**src/rtl/fetch_pkg.sv**
```systemverilog
// Shared definitions for the instruction-fetch stage: halt opcode, default
// geometry, queue-entry layout and the fetch control states.
package fetch_pkg;

    localparam logic [5:0] OPC_HALT     = 6'b111111;
    localparam int         PC_W_DEF     = 8;
    localparam int         RESET_PC_DEF = 11;

    typedef struct packed {
        logic [31:0]         instr;
        logic [PC_W_DEF-1:0] pc;
    } fetch_entry_t;

    // BOOT idles the first cycle after reset so requests never start while rst is high.
    typedef enum logic [1:0] {
        ST_BOOT,
        ST_FETCH,
        ST_HALTED
    } fetch_state_t;

    function automatic logic is_halt(input logic [5:0] opcode);
        return opcode == OPC_HALT;
    endfunction

endpackage

```
**src/rtl/pc_sync_fifo.sv**
```systemverilog
// Small circular prefetch buffer with synchronous flush. The head entry is held
// in a register so the consumer sees a stable, glitch-free word and PC.
module pc_sync_fifo #(
    parameter int DEPTH = 4,
    parameter int W     = 40,
    localparam int PTR_W = (DEPTH > 1) ? $clog2(DEPTH) : 1,
    localparam int CNT_W = $clog2(DEPTH + 1)
) (
    input  logic             clk,
    input  logic             rst,
    input  logic             flush,
    input  logic             push,
    input  logic [W-1:0]     push_data,
    input  logic             pop,
    output logic [W-1:0]     head_data,
    output logic [CNT_W-1:0] count
);

    logic [W-1:0]     mem [DEPTH];
    logic [PTR_W-1:0] rd_ptr_reg, rd_ptr_next;
    logic [PTR_W-1:0] wr_ptr_reg, wr_ptr_next;
    logic [CNT_W-1:0] count_reg, count_next, remain;
    logic [W-1:0]     head_reg, head_next;
    logic             pop_eff;

    always_comb begin
        pop_eff     = pop && (count_reg != '0);
        remain      = count_reg - CNT_W'(pop_eff);
        rd_ptr_next = rd_ptr_reg;
        wr_ptr_next = wr_ptr_reg;
        count_next  = count_reg;
        head_next   = head_reg;
        if (flush) begin
            rd_ptr_next = '0;
            wr_ptr_next = '0;
            count_next  = '0;
            head_next   = '0;
        end else begin
            if (pop_eff) rd_ptr_next = rd_ptr_reg + PTR_W'(1);
            if (push)    wr_ptr_next = wr_ptr_reg + PTR_W'(1);
            count_next = remain + CNT_W'(push);
            // A word pushed into an emptying queue bypasses the array straight to the head.
            if (count_next == '0)
                head_next = '0;
            else if (remain == '0)
                head_next = push_data;
            else
                head_next = mem[rd_ptr_next];
        end
    end

    always_ff @(posedge clk) begin
        if (push && !flush) mem[wr_ptr_reg] <= push_data;
    end

    always_ff @(posedge clk or posedge rst) begin
        if (rst) begin
            rd_ptr_reg <= '0;
            wr_ptr_reg <= '0;
            count_reg  <= '0;
            head_reg   <= '0;
        end else begin
            rd_ptr_reg <= rd_ptr_next;
            wr_ptr_reg <= wr_ptr_next;
            count_reg  <= count_next;
            head_reg   <= head_next;
        end
    end

    assign head_data = head_reg;
    assign count     = count_reg;

endmodule

```
**src/rtl/inst_fetch_queue.sv**
```systemverilog
// Fetch stage: owns the PC, issues single-outstanding reads to a 1-cycle
// instruction memory and queues the returned words for decode.
module inst_fetch_queue
    import fetch_pkg::*;
#(
    parameter int PC_W     = PC_W_DEF,
    parameter int DEPTH    = 4,
    parameter int RESET_PC = RESET_PC_DEF
) (
    input  logic            clk,
    input  logic            rst,
    output logic            imem_req,
    output logic [PC_W-1:0] imem_addr,
    input  logic [31:0]     imem_rdata,
    input  logic            redirect_valid,
    input  logic [PC_W-1:0] redirect_pc,
    output logic            inst_valid,
    output logic [31:0]     inst_out,
    output logic [PC_W-1:0] inst_pc,
    input  logic            inst_ready,
    output logic            halted
);

    localparam int CNT_W = $clog2(DEPTH + 1);
    localparam int ENT_W = 32 + PC_W;

    fetch_state_t    state_reg, state_next;
    logic [PC_W-1:0] fetch_pc_reg, fetch_pc_next;
    logic [PC_W-1:0] inflight_pc_reg;
    logic            epoch_reg, inflight_reg, inflight_epoch_reg;
    logic [CNT_W-1:0] fifo_count;
    logic [CNT_W:0]  occupancy;
    logic [ENT_W-1:0] head_data;
    logic            resp_push, resp_halt, issue;

    // A response that lands during a redirect belongs to the old stream.
    assign resp_push = inflight_reg && (inflight_epoch_reg == epoch_reg) && !redirect_valid;
    assign resp_halt = resp_push && is_halt(imem_rdata[31:26]);
    assign occupancy = {1'b0, fifo_count} + {{CNT_W{1'b0}}, inflight_reg};
    // Counting the in-flight word keeps a free slot for every outstanding response.
    assign issue = (state_reg == ST_FETCH) && !redirect_valid && !resp_halt
                && (occupancy < (CNT_W + 1)'(DEPTH));

    always_comb begin
        state_next    = state_reg;
        fetch_pc_next = fetch_pc_reg;
        if (redirect_valid) begin
            state_next    = ST_FETCH;
            fetch_pc_next = redirect_pc;
        end else begin
            case (state_reg)
                ST_BOOT:  state_next = ST_FETCH;
                ST_FETCH: if (resp_halt) state_next = ST_HALTED;
                default:  state_next = state_reg;
            endcase
            if (issue) fetch_pc_next = fetch_pc_reg + PC_W'(1);
        end
    end

    always_ff @(posedge clk or posedge rst) begin
        if (rst) begin
            state_reg          <= ST_BOOT;
            fetch_pc_reg       <= PC_W'(RESET_PC);
            epoch_reg          <= 1'b0;
            inflight_reg       <= 1'b0;
            inflight_pc_reg    <= '0;
            inflight_epoch_reg <= 1'b0;
        end else begin
            state_reg    <= state_next;
            fetch_pc_reg <= fetch_pc_next;
            epoch_reg    <= epoch_reg ^ redirect_valid;
            inflight_reg <= issue;
            if (issue) begin
                inflight_pc_reg    <= fetch_pc_reg;
                inflight_epoch_reg <= epoch_reg;
            end
        end
    end

    pc_sync_fifo #(
        .DEPTH (DEPTH),
        .W     (ENT_W)
    ) u_fifo (
        .clk       (clk),
        .rst       (rst),
        .flush     (redirect_valid),
        .push      (resp_push),
        .push_data ({imem_rdata, inflight_pc_reg}),
        .pop       (inst_ready),
        .head_data (head_data),
        .count     (fifo_count)
    );

    assign imem_req   = issue;
    assign imem_addr  = issue ? fetch_pc_reg : '0;
    assign inst_valid = (fifo_count != '0);
    assign inst_out   = head_data[ENT_W-1:PC_W];
    assign inst_pc    = head_data[PC_W-1:0];
    assign halted     = (state_reg == ST_HALTED);

endmodule

```
**config.mk**
```make
export PLATFORM = sky130hd
export DESIGN_NAME = inst_fetch_queue
export DESIGN_NICKNAME = d
export VERILOG_FILES = /design/src/rtl/fetch_pkg.sv /design/src/rtl/pc_sync_fifo.sv /design/src/rtl/inst_fetch_queue.sv
export SDC_FILE = /design/constraint.sdc
export NUM_CORES = 1
export LEC_CHECK = 0
export CORE_ASPECT_RATIO = 0.7
export CORE_MARGIN = 4
export CORE_UTILIZATION = 58
export CTS_BUF_LIST = sky130_fd_sc_hd__clkbuf_4 sky130_fd_sc_hd__clkbuf_8
export CTS_CLUSTER_SIZE = 14
export DETAILED_ROUTE_END_ITERATION = 7
export HOLD_SLACK_MARGIN = 0.12
export PLACE_DENSITY_LB_ADDON = 0.05
export SKIP_CTS_REPAIR_TIMING = 1
export SYNTH_ARGS = -nofsm -noshare
export SYNTH_HDL_FRONTEND = slang
export SYNTH_SLANG_ARGS = --single-unit
```
**constraint.sdc**
```tcl
create_clock -name clk -period 4.7 [get_ports clk]
set_input_delay 0.94 -clock clk [delete_from_list [all_inputs] [get_ports clk]]
set_output_delay 0.94 -clock clk [all_outputs]
set_load 0.01 [all_outputs]
```
# After elaboration in Yosys (flattened, before gate mapping)
# Memory sizes are Yosys's and may differ from the RTL's.
# Cells that the tools add are included.
# totals
mem_count,1
regBits,68
ramBits,160
# mem_list
memory,words,width,read_ports,rd_ports_with_merged_regs,wr,line,text
u_fifo.mem,4,40,1,0,1,pc_sync_fifo.sv:19,logic [W-1:0] mem [DEPTH];
# op_classes
n_eq_ne,5
addsub,6
bitwise_logic,1
magnitude_cmp,1
reduce_logical,18
muxes,17
# ops
cell,count
two-way mux 40 bit,3
two-way mux 8 bit,3
two-way mux 2 bit,7
"adder 8 x 1 -> 8 bit, second input constant",1
logical AND 1 bit,8
"equality test 6 bit, second input constant",1
zero test 3 bit,2
nonzero test 3 bit,2
"adder 2 x 1 -> 2 bit, second input constant",2
adder 3 x 1 -> 4 bit,1
"< comparator 4 x 3 -> 1 bit, second input constant",1
case mux 2 bit (2 select lines),1
nonzero test 2 bit,2
adder 3 x 1 -> 3 bit,1
two-way mux 3 bit,1
"inequality test 3 bit, second input constant",1
subtractor 3 x 1 -> 3 bit,1
"equality test 2 x 1 -> 1 bit, second input constant",1
"equality test 2 bit, second input constant",1
zero test 1 bit,2
zero test 2 bit,1
two-way mux 1 bit,2
AND reduction 2 bit,1
equality test 1 bit,1
bitwise XOR 1 bit,1

# Logic depth before layout (Yosys ltp)
# depth
word_depth,9
depth_mapped,12
mapped_depth_nobuf,10

# Modules after synthesis
# From an unflattened synthesis, not the netlist that was laid out.
# hier_totals
hier_cells,535
hier_area_um2,8921.1
# by_module_without_submodules
module,cells_per_inst,n_inst,area_each_um2
pc_sync_fifo,432,1,7800.0
inst_fetch_queue,103,1,1121.1

# Worst setup path after synthesis
# Ideal clock, no wire load.
# synth_timing
kind,input-to-output
startpoint,input port redirect_valid
endpoint,output port imem_addr[0]
path_buffers,2
required_time_ns,3.760
path_slack_ns,1.621
arrival_ns,2.139
cell_stages,4
cell_sequence,clkbuf_1 > nor3_2 > clkbuf_1 > and2_1
# synth_between
elab_chain_len,7
word_cells_on_any_way,8
# synth_lines
element,line,text
"start, declared",inst_fetch_queue.sv:15,"input logic redirect_valid,"
zero test 1 bit *,"inst_fetch_queue.sv:37, inst_fetch_queue.sv:41",
logical AND 1 bit,inst_fetch_queue.sv:37,assign resp_push = inflight_reg && (inflight_epoch_reg == epoch_reg) && !redirect_valid;
logical AND 1 bit,inst_fetch_queue.sv:38,assign resp_halt = resp_push && is_halt(imem_rdata[31:26]);
zero test 1 bit,inst_fetch_queue.sv:41,assign issue = (state_reg == ST_FETCH) && !redirect_valid && !resp_halt
logical AND 1 bit *,inst_fetch_queue.sv:41,
logical AND 1 bit *,inst_fetch_queue.sv:42,&& (occupancy < (CNT_W + 1)'(DEPTH));
named net imem_req,inst_fetch_queue.sv:12,"output logic imem_req,"
two-way mux 8 bit *,inst_fetch_queue.sv:95,assign imem_addr = issue ? fetch_pc_reg : '0;
"end, declared",inst_fetch_queue.sv:13,"output logic [PC_W-1:0] imem_addr,"
# The timed path passes the listed nets; every way through them passes the cells marked *.

# Final worst setup path
# layout_timing
startpoint,input port imem_rdata[27]
endpoint,output port imem_addr[0]
# layout_between
elab_chain_len,6
# layout_lines
element,line,text
"start, declared",inst_fetch_queue.sv:14,"input logic [31:0] imem_rdata,"
equality test 6 bit,fetch_pkg.sv:22,return opcode == OPC_HALT;
logical AND 1 bit,inst_fetch_queue.sv:38,
zero test 1 bit,inst_fetch_queue.sv:41,
logical AND 1 bit,inst_fetch_queue.sv:41,
logical AND 1 bit,inst_fetch_queue.sv:42,
two-way mux 8 bit,inst_fetch_queue.sv:95,
# Every way passes these cells.

==> run_results.csv <==
group,metric,value,unit
sta,fin_skew,0.01583,ns
status,status,"completed",
placement,place.gp.congestion,0.7735,
floorplan,top_level_ports,95,
placement,hpwl,9995,um
logic_synthesis,yosysUniqueCellTypes,35,
global_routing,grt_pass1_vias,5119,
clock_tree,path_clk_slew,0.06,ns
worst_setup_path,critPathSlowestCell,"nor3_2",
worst_setup_path,cp_num_buf_inv,2,
logic_synthesis,synthCells,528,
logic_synthesis,synth-seq-cells,228,
worst_setup_path,start_kind,"input port",
sta,worst_pin_slew,0.9952,ns
worst_setup_path,cp.required,3.76,ns
final_layout,finalCoreUtilization,72.89,%
final_layout,drive_above_1_share,15.68,%
clock_tree,cts_sinks,228,
clock_tree,clk_latency,0.49,ns
logic_synthesis,synth_nets,581,
floorplan,rows,37,
final_layout,regMostFlops,"u_fifo.mem",
global_routing,grt_overflow,0,
logic_synthesis,yosys_warnings,0,
power,p_leak,4.451,nW
placement,placed_area,10040,um2
worst_setup_path,cpPeakStageDelay,0.75,ns
worst_setup_path,critPathCaptureType,"primary output",
clock_tree,clk_path_buf_depth,3,
detailed_routing,firstDrtPassIters,4,
sta,max_freq,234.8,MHz
logic_synthesis,synth_area_leader_cell,"edfxtp_1",
sta,finalCritPeriodShare,90.60,%
floorplan,die_area,17220,um2
global_routing,grt_pass1_wl,27350,um
sta,period_needed,4.258,ns
final_layout,areaGrowthSynthToFinish,22.48,%
sta,finalSetupViolations,0,
detailed_routing,wl_per_cell,19.36,um
clock_tree,cts_made_buffers,36,
floorplan,die_h,111.0,um
floorplan,start_util,59.51,%
worst_setup_path,cp_cell_sequence,"clkdlybuf4s50_1 -> nand4_1 -> nor4b_2 -> nor3_2 -> and2_1 -> clkdlybuf4s50_1",
detailed_routing,vias,4847,
final_layout,stdcell_count,871,
logic_synthesis,synthesis.area_per_instance,16.64,um2
floorplan,core_area,14770,um2
sta,rsz0062_at_grt,"false",
logic_synthesis,netlist_area,8788,um2
sta,postLayoutSetupSlackWorst,0.4418,ns
worst_setup_path,cp_max_fo,18,
sta,relSlewSlack,33.29,%
worst_setup_path,cp.arrival,3.32,ns
worst_setup_path,worstSetupPathType,"in -> out",
power,ir_worst_vdd,0.2847,mV
logic_synthesis,synth.top_cell.area_share,54.67,%
worst_setup_path,crit_path_frequent_cell,"clkdlybuf4s50_1",
detailed_routing,drc,0,
worst_setup_path,worst_path_dominant_cell_family,"simple AND/OR/NAND/NOR gates",
power,power_density,534.0,nW/um2
sta,timing_hold_violations_final,0,
detailed_routing,drt_iter0_markers,287,
final_layout,nNetsFinal,701,
clock_tree,cts_root_buffer,"clkbuf_8",
final_layout,largest_reg_flops,160,
sta,tns,0,ns
sta,slew_viol_final,0,
placement,dp_cells,805,
final_layout,multiInputGateArea,2167,um2
final_layout,design_area,10760,um2
worst_setup_path,rrSetupSlack,1.31,ns
logic_synthesis,ys_seq_area_share,74.07,%
min_path,hp-class,"reg -> reg",
placement,io_buffers,94,
flow_run,drv_cap,0,
clock_tree,cts-htree-levels,2,
floorplan,die_w,155.1,um
global_routing,antenna_found_initial,1,
clock_tree,cts_tree,"yes",
final_layout,final.fill_count,910,
detailed_routing,wl,16860,um
global_routing,grt_max_degree,49,
final_layout,ff_latch_area,6510,um2
global_routing,grt_use_total,20.16,%
detailed_routing,ant_nets,0,
placement,pre_cts_ws,0.4405,ns
logic_synthesis,ys_top_cells_by_area,"edfxtp_1, dfrtp_1, mux2i_1, a2bb2oi_1, o21ai_0",
final_layout,antenna_cells,0,
detailed_routing,vias_per_cell,5.565,
worst paths after layout:
check / from / to / depth (start not counted)
max: imem_rdata[27] / imem_addr[0] / 6
min reg2reg: epoch_reg / epoch_reg / 1
max reg2reg: u_fifo.count[2] / u_fifo.head_data[7] / 11
min in group asynchronous: rst / u_fifo.head_data[34] / 2
max in group asynchronous: rst / fetch_pc_reg[3] / 3
min: epoch_reg / epoch_reg / 1
cell type report:
class	count	share of cell area, %
tap	195	2.267
clock buffer	57	6.242
inverter	10	0.3603
timing repair buffer	108	10.07
clock inverter	9	0.4533
sequential	228	60.48
multi-input combinational	264	20.13
cells in the final DEF (no fill, tap or decap), types with 4 or more instances in the layout:
| cell | count |
|---|---|
| a2bb2oi_1 | 40 |
| and2_1 | 7 |
| and2_2 | 4 |
| buf_4 | 11 |
| clkbuf_4 | 18 |
| clkbuf_8 | 39 |
| clkdlybuf4s50_1 | 94 |
| clkinv_2 | 7 |
| dfrtp_1 | 65 |
| edfxtp_1 | 160 |
| ha_1 | 9 |
| inv_1 | 9 |
| mux2_2 | 11 |
| mux2i_1 | 81 |
| nand2_1 | 10 |
| nand3_1 | 5 |
| nor2_1 | 9 |
| nor4_1 | 4 |
| o21ai_0 | 27 |
| o21ai_1 | 19 |
| xnor2_1 | 9 |
metal layers:
layer	up-vias	GRT usage [%]	share of wire, %
li1	2269	-	-
met1	2423	29.01	46
met2	129	32.01	47
met3	24	4.487	5.3
met4	2	4.529	1.3
met5	-	0	0.047
through the flow:
| step | power [mW] | hold slack (ns) |
|---|---|---|
| after floorplan | 3.564 | 0.4767 |
| after global placement | 4.128 | 0.4980 |
| after detailed placement | 4.171 | 0.5026 |
| after CTS | 5.806 | 0.5107 |
| after global routing | 6.054 | 0.5431 |
| final | 5.748 | 0.5099 |
synth_stat cells:
cell,instances
ha_1,9
mux2_2,11
o21ai_0,27
nor4b_1,1
or3_1,1
nor3_2,1
o311ai_2,1
buf_2,8
a2bb2oi_1,40
nor2_1,9
a21oi_1,2
nor2b_1,3
o21ai_1,19
and3_1,1
or4_1,1
o31ai_2,1
mux2i_1,81
o21bai_1,1
o31a_1,1
nor3_1,4
xor2_1,3
dfstp_2,3
nand3_1,6
edfxtp_1,160
xor2_2,1
clkbuf_1,18
nor4_1,4
inv_1,10
and2_1,11
nand4_1,3
nor3b_1,2
dfrtp_1,65
nand2_1,10
xnor2_1,9
xnor3_1,1
cell families after synthesis:
| group | synth area share (%) |
|---|---|
| AO/OA/AOI/OAI | 7.232 |
| XOR/XNOR | 1.637 |
| adder cells (fa/ha/maj) | 1.281 |
| flip-flops | 74.07 |
| multiplexers | 10.64 |
| buffers and inverters | 1.651 |
| AND/OR/NAND/NOR | 3.488 |
power breakdown:
group | internal (mW) | switching, mW | total [mW] | leakage (nW)
clock network | 0.912 | 0.713 | 1.62 | 0.389
registers | 2.50 | 0.169 | 2.67 | 2.32
logic | 0.697 | 0.755 | 1.45 | 1.74
Power figures use the tool's default switching activity.
